[config.mk]
export PLATFORM = sky130hd
export DESIGN_NAME = rr_mux2_stream
export DESIGN_NICKNAME = d
export VERILOG_FILES = /design/src/rtl/rr_mux2_stream_pkg.sv /design/src/rtl/rr_mux2_stream_mux2_w.sv /design/src/rtl/rr_mux2_stream.sv
export SDC_FILE = /design/constraint.sdc
export NUM_CORES = 1
export LEC_CHECK = 0
export CAP_MARGIN = 10
export CORE_ASPECT_RATIO = 2
export CORE_MARGIN = 8
export CORE_UTILIZATION = 45
export CTS_BUF_LIST = sky130_fd_sc_hd__clkbuf_2
export DETAILED_ROUTE_END_ITERATION = 16
export HOLD_SLACK_MARGIN = 0.06
export PLACE_DENSITY = 0.88
export SLEW_MARGIN = 20
export SYNTH_ARGS = -nofsm -noshare
export SYNTH_HDL_FRONTEND = slang
export SYNTH_HIERARCHICAL = 1
export SYNTH_SLANG_ARGS = --single-unit
[constraint.sdc]
create_clock -name clk -period 1.4 [get_ports clk]
set_input_delay 0.21 -clock clk [delete_from_list [all_inputs] [get_ports clk]]
set_output_delay 0.21 -clock clk [all_outputs]
set_load 0.01 [all_outputs]
[src/rtl/rr_mux2_stream_pkg.sv]
// Shared types and constants for the two-channel round-robin stream arbiter.
// Also holds the grant function used by the top.
package rr_mux2_stream_pkg;

  localparam int unsigned WIDTH_DEF = 8;

  typedef enum logic {
    CH0 = 1'b0,
    CH1 = 1'b1
  } chan_e;

  typedef logic chan_t;

  // Channel 1 marked as last served, so channel 0 wins the first tie
  localparam chan_t LAST_RST = 1'b1;

  // Round-robin pick; with nothing pending the select stays on the last winner
  function automatic chan_t rr_grant(input logic v0, input logic v1, input chan_t last);
    chan_t g;
    g = last;
    if (v0 && v1) begin
      g = ~last;
    end else if (v0) begin
      g = chan_t'(CH0);
    end else if (v1) begin
      g = chan_t'(CH1);
    end
    return g;
  endfunction

endpackage

[src/rtl/rr_mux2_stream_mux2_w.sv]
// WIDTH-wide 2:1 data mux; sel_i = 1 selects in1_i.
module mux2_w #(
  parameter int unsigned WIDTH = 8
) (
  input  logic [WIDTH-1:0] in0_i,
  input  logic [WIDTH-1:0] in1_i,
  input  logic             sel_i,
  output logic [WIDTH-1:0] out_o
);

  assign out_o = sel_i ? in1_i : in0_i;

endmodule

[src/rtl/rr_mux2_stream.sv]
// Two-channel round-robin stream arbiter: one holding register per input,
// fair grant driving the 2:1 mux select, registered source-tagged output.
module rr_mux2_stream
  import rr_mux2_stream_pkg::*;
#(
  parameter int unsigned WIDTH = WIDTH_DEF
) (
  input  logic             clk,
  input  logic             rst_n,
  input  logic [WIDTH-1:0] in0_data,
  input  logic             in0_valid,
  output logic             in0_ready,
  input  logic [WIDTH-1:0] in1_data,
  input  logic             in1_valid,
  output logic             in1_ready,
  output logic [WIDTH-1:0] out_data,
  output logic             out_valid,
  input  logic             out_ready,
  output logic             out_src,
  output logic             sel
);

  logic             hold_v0_q, hold_v0_d;
  logic             hold_v1_q, hold_v1_d;
  logic [WIDTH-1:0] hold_d0_q, hold_d0_d;
  logic [WIDTH-1:0] hold_d1_q, hold_d1_d;
  logic [WIDTH-1:0] out_data_q, out_data_d;
  logic             out_valid_q, out_valid_d;
  chan_t            out_src_q, out_src_d;
  chan_t            last_q, last_d;

  chan_t            grant_c;
  logic [WIDTH-1:0] mux_data_c;
  logic             slot_free_c;
  logic             load_c;
  logic             take0_c;
  logic             take1_c;

  assign grant_c     = rr_grant(hold_v0_q, hold_v1_q, last_q);
  assign slot_free_c = ~out_valid_q | out_ready;
  assign load_c      = slot_free_c & (hold_v0_q | hold_v1_q);
  // Ready comes from registered state only, so out_ready never reaches inN_ready
  assign take0_c     = in0_valid & ~hold_v0_q;
  assign take1_c     = in1_valid & ~hold_v1_q;

  mux2_w #(
    .WIDTH (WIDTH)
  ) u_mux (
    .in0_i (hold_d0_q),
    .in1_i (hold_d1_q),
    .sel_i (grant_c),
    .out_o (mux_data_c)
  );

  // Next-state: output slot load/drain, then holding register clear/fill
  always_comb begin
    hold_v0_d   = hold_v0_q;
    hold_v1_d   = hold_v1_q;
    hold_d0_d   = hold_d0_q;
    hold_d1_d   = hold_d1_q;
    out_data_d  = out_data_q;
    out_valid_d = out_valid_q;
    out_src_d   = out_src_q;
    last_d      = last_q;

    if (load_c) begin
      out_data_d  = mux_data_c;
      out_src_d   = grant_c;
      out_valid_d = 1'b1;
      last_d      = grant_c;
      if (grant_c == chan_t'(CH1)) begin
        hold_v1_d = 1'b0;
      end else begin
        hold_v0_d = 1'b0;
      end
    end else if (slot_free_c) begin
      out_valid_d = 1'b0;
    end

    // A channel emptied by this load had ready low, so take and clear never collide
    if (take0_c) begin
      hold_v0_d = 1'b1;
      hold_d0_d = in0_data;
    end
    if (take1_c) begin
      hold_v1_d = 1'b1;
      hold_d1_d = in1_data;
    end
  end

  always_ff @(posedge clk or negedge rst_n) begin
    if (!rst_n) begin
      hold_v0_q   <= 1'b0;
      hold_v1_q   <= 1'b0;
      hold_d0_q   <= '0;
      hold_d1_q   <= '0;
      out_data_q  <= '0;
      out_valid_q <= 1'b0;
      out_src_q   <= chan_t'(CH0);
      last_q      <= LAST_RST;
    end else begin
      hold_v0_q   <= hold_v0_d;
      hold_v1_q   <= hold_v1_d;
      hold_d0_q   <= hold_d0_d;
      hold_d1_q   <= hold_d1_d;
      out_data_q  <= out_data_d;
      out_valid_q <= out_valid_d;
      out_src_q   <= out_src_d;
      last_q      <= last_d;
    end
  end

  assign in0_ready = ~hold_v0_q;
  assign in1_ready = ~hold_v1_q;
  assign out_data  = out_data_q;
  assign out_valid = out_valid_q;
  assign out_src   = out_src_q;
  assign sel       = grant_c;

endmodule

## Yosys cells after proc, flatten, opt, wreduce, memory -nomap -nowiden

Index checks and enable logic that the tools add are counted.

- Flip-flop bits (word level): 29
- Input port bits: 21
- Output and inout port bits: 13
- Logic and storage cells: 37

- Equal/unequal tests: 1
- Mux-type cells: 12
- Bitwise operators: 9
- Reductions and logical operators: 7

Operators by type and width:

| kind | number |
|---|---|
| two-way mux 1 bit | 11 |
| two-way mux 8 bit | 1 |
| nonzero test 2 bit | 4 |
| inverter 1 bit | 4 |
| AND reduction 2 bit | 2 |
| bitwise AND 1 bit | 3 |
| inequality test 2 bit, second input constant | 1 |
| bitwise OR 1 bit | 2 |
| logical AND 1 bit | 1 |

## Depth between registers and ports, before layout

- Depth in word-level cells: 6
- Gate-level depth with buffers: 5
- Gate-level depth less buffers: 4

## Modules after synthesis

Netlist, hierarchy kept.

Modules (own cells, without submodules):

| module | instances | cells an instance | area each (um2) | sequential area each (um2) |
|---|---|---|---|---|
| rr_mux2_stream | 1 | 74 | 1207.4 | 726.9 |
| mux2_w | 1 | 9 | 131.4 | 0.0 |

## Worst setup path before layout

No wires, ideal clock.

- Path kind: register to register
- From: reg last_q
- To: reg out_data_q[0] (netlist: out_data[0])
- Library setup time: 125 ps
- Data arrival time: 1439 ps
- Data required time: 1275 ps
- Setup slack: -164 ps
- Stages on the path, launching flop included: 6
- Path buffers: 1
- Period minus slack after synthesis: 1564 ps
- Cells stage by stage: dfstp_2 nand2_1 o21a_1 buf_6 mux2_4 mux2_2

- Word-level cells in the longest chain between the ends: 4
- Elaborated cells between the ends (all ways): 5
- Classes of those cells: 4 x mux; 1 x bitwise

Ends and longest elaborated chain:

| item | RTL line | text |
|---|---|---|
| start: declaration | rr_mux2_stream.sv:30 | `chan_t last_q, last_d;` |
| start signal: assignment | rr_mux2_stream.sv:109 | `last_q <= last_d;` |
| two-way mux 1 bit | rr_mux2_stream_pkg.sv:25 | `end else if (v1) begin` |
| two-way mux 1 bit | rr_mux2_stream_pkg.sv:23 | `end else if (v0) begin` |
| two-way mux 1 bit * | rr_mux2_stream_pkg.sv:21 | `if (v0 && v1) begin` |
| via sel | rr_mux2_stream.sv:20 | `output logic sel` |
| two-way mux 8 bit * | rr_mux2_stream_mux2_w.sv:11 | `assign out_o = sel_i ? in1_i : in0_i;` |
| via mux_data_c[0] | rr_mux2_stream.sv:33 | `logic [WIDTH-1:0] mux_data_c;` |
| end signal: assignment | rr_mux2_stream.sv:106 | `out_data_q <= out_data_d;` |
| end: declaration | rr_mux2_stream.sv:27 | `logic [WIDTH-1:0] out_data_q, out_data_d;` |

The timed path passes the listed nets; every way through them passes the cells marked *.
A chain may end at the register's enable or synchronous reset.

## Final worst setup path

- From: reg last_q
- To: reg out_data_q[5] (netlist: out_data[5])

- Word-level cells in the longest chain between the ends: 4
- Elaborated cells between the ends (all ways): 5
- Classes of those cells: 4 x mux; 1 x bitwise

Ends and longest elaborated chain:

| item | RTL line |
|---|---|
| two-way mux 1 bit | rr_mux2_stream_pkg.sv:25 |
| two-way mux 1 bit | rr_mux2_stream_pkg.sv:23 |
| two-way mux 1 bit * | rr_mux2_stream_pkg.sv:21 |
| two-way mux 8 bit * | rr_mux2_stream_mux2_w.sv:11 |
| via mux_data_c[5] | rr_mux2_stream.sv:33 |

Marks and branches as above.

==> flow_summary.json <==
{
  "worstPathMaxFanout": 4,
  "initialDrtViolationCount": 6,
  "drv_slew": 0,
  "synth_edf_count": 0,
  "critPathKind": "flop to flop",
  "drt-total-wl_um": 3130,
  "fin_hold_ws_ns": 0.200,
  "post_route_cells_drive_above_1_share_pct": 49.6,
  "dpl.hpwl_um": 2350,
  "seq_area_frac_synth_pct": 54.3,
  "overflow": 0,
  "hold_path.class": "input pin to async pin",
  "start_util_pct": 46.0,
  "avgSynthCellArea_um2": 16.1,
  "area_growth_pct": 39.4,
  "syn_inst": 83,
  "synth_flop_cell": "dfrtp_1",
  "cap_violations": 0,
  "vias": 848,
  "finalPower_mw": 4.47,
  "ys_seq_elements": 29,
  "rr_worst_depth": 5,
  "dieWidth_um": 54.6,
  "final.min_clock_period_ns": 1.60,
  "grt_pass1_vias": 1040,
  "reg2reg_to": "out_data[5]",
  "die_h_um": 93.1,
  "grt.total_usage_pct": 13.8,
  "yosys-top-cells-area": "dfrtp_1, mux2_4, mux2_2",
  "synth_cell_types": 19,
  "ys_top_cells_by_count": "dfrtp_1, mux2_4, mux2_2",
  "rsz0062_at_grt": "yes",
  "core_mm2": 0.00291,
  "tightest_slew_ns": 0.364,
  "dieArea_mm2": 0.00508,
  "setup_viol": 9,
  "layout.nets": 157,
  "antenna_found_initial": 0,
  "gp_congestion": 0.763,
  "arrival_ns": 1.86,
  "h-tree-depth": 2,
  "fin_crit_sh_pct": 114,
  "firstDrtPassIters": 4,
  "power_density_mw_per_mm2": 2400,
  "clkSinkCount": 29,
  "viasPerCell": 5.08,
  "cts_tree": "done",
  "cts_made_buffers": 5,
  "status": "complete, but fails checks",
  "crit_path_end_kind": "flop",
  "nFillCells": 203,
  "failed_checks": "negative setup slack",
  "finalSetupTns_ns": -1.47,
  "num_rows": 28,
  "worst_ep_required_time_ns": 1.66,
  "synth_area_leader_cell": "dfrtp_1",
  "clock_skew_ns": 0.0218,
  "clock-root-buffer": "clkbuf_2",
  "io_buffers": 33,
  "post-place-ws_ns": -0.216,
  "rrSetupSlack_ns": -0.20,
  "clockBufferDepth": 2,
  "synth.most_common_cell": "dfrtp_1",
  "hold_viol_final": 0,
  "syn-num-nets": 104,
  "reg2reg_from": "last_q",
  "routedWlPerCell_um": 18.7,
  "slowest_delay_ns": 0.59,
  "grt_pass1_wl_um": 5040,
  "max_slew_margin_pct": 75.7,
  "n_antenna_cell": 0,
  "ys_warn_count": 6,
  "clk_latency_ns": 0.36,
  "worstPathCellList": "nand2_2 -> o21a_4 -> buf_6 -> mux2_4 -> mux2_4",
  "max_freq_mhz": 626,
  "finish.utilization_pct": 64.2,
  "yosysTopAreaCellShare_pct": 52.3,
  "ant_nets": 0,
  "grt_max_degree": 30,
  "worst_setup_path_start_kind": "flop",
  "io_pins": 34,
  "critPathSlowestCell": "dfstp_2",
  "syn-cell-area_mm2": 0.00134,
  "fin_ws_ns": -0.198,
  "synthArstFlopShare_pct": 100,
  "drc_errors": 0,
  "path_common_cell": "mux2_4",
  "leakage_nw": 0.907,
  "worst_ir_drop_vdd_mv": 1.30,
  "path_clk_slew_ns": 0.15
}
==> critical path, delay by kind of cell (launching register included) <==
kind / cells / cell delay, ns
buffers and inverters: 1 / 0.14
and+or+nand+nor: 1 / 0.07
DFF: 1 / 0.59
AOI/OAI and AO/OA: 1 / 0.14
muxes: 2 / 0.57
==> logic make-up after synthesis <==
kind of cell    count (synthesis)  synth area share (%)
simple gates                   10                  5.70
mux                            32                  33.6
buf+inv                         5                  3.08
compound gates                  7                  3.27
flops                          29                  54.3
==> how the worst max path moves through the flow <==
stage / from / endpoint / slack [ns] / depth (start not counted)
after floorplan: last_q / out_data[0] / -0.16 / 5
after global placement: out_ready / out_data[1] / -0.17 / 4
after detailed placement: out_ready / out_data[5] / -0.22 / 4
after CTS: last_q / out_data[5] / -0.18 / 5
after global routing: last_q / out_data[5] / -0.22 / 5
final: last_q / out_data[5] / -0.20 / 5
==> metal layers <==
metal,track usage [%],part of all wire [%],vias up
met1,14.2,38,416
met3,4.93,4.6,10
li1,-,-,397
met2,22.8,54,25
met5,0,0,-
met4,7.64,3.1,0
==> final cells by class <==
cell class | instances | area [um^2] | share of cell area (%)
Clock buffer | 7 | 35.0 | 1.88
Clock inverter | 1 | 3.75 | 0.201
Inverter | 2 | 7.51 | 0.402
Multi-Input combinational cell | 49 | 613 | 32.8
Sequential cell | 29 | 727 | 38.9
Tap cell | 30 | 37.5 | 2.01
Timing Repair Buffer | 49 | 443 | 23.7
==> stage by stage <==
step,cells,area (um^2)
finish,167,1870
global route,167,1870
CTS,167,1860
detailed placement,156,1800
global placement,156,1800
floorplan,83,1370
==> cells in the final DEF, fill, tap and decap left out, types with 2 or more instances in the layout <==
cell type / count
buf_4: 13
buf_6: 5
clkbuf_2: 8
clkdlybuf4s50_1: 20
dfrtp_1: 28
dlygate4sd2_1: 9
inv_2: 2
mux2_4: 32
nand2_1: 2
nor2b_2: 2
o21ai_0: 2
==> sequential cells by signal, summed over array words and instances (netlist names) <==
name	cells
hold_v1_q	1
hold_v0_q	1
last_q	1
hold_d1_q	8
out_valid	1
hold_d0_q	8
out_src	1
out_data	8
==> report_power, final <==
part	leakage (nW)	internal [mW]	switching, mW
Combinational	0.540	1.61	0.901
Clock	0.0306	0.134	0.284
Sequential	0.336	1.28	0.269
Total	0.907	3.02	1.45
==> repair_timing <==
item | CTS | global route
endpoints found under the setup margin | 21 | 12
cloned | 0 | 0
resized for setup | 28 | 6
hold buffers | 0 | 0
setup buffers | 3 | 0
Note: power is estimated with default switching activity, not from simulation.
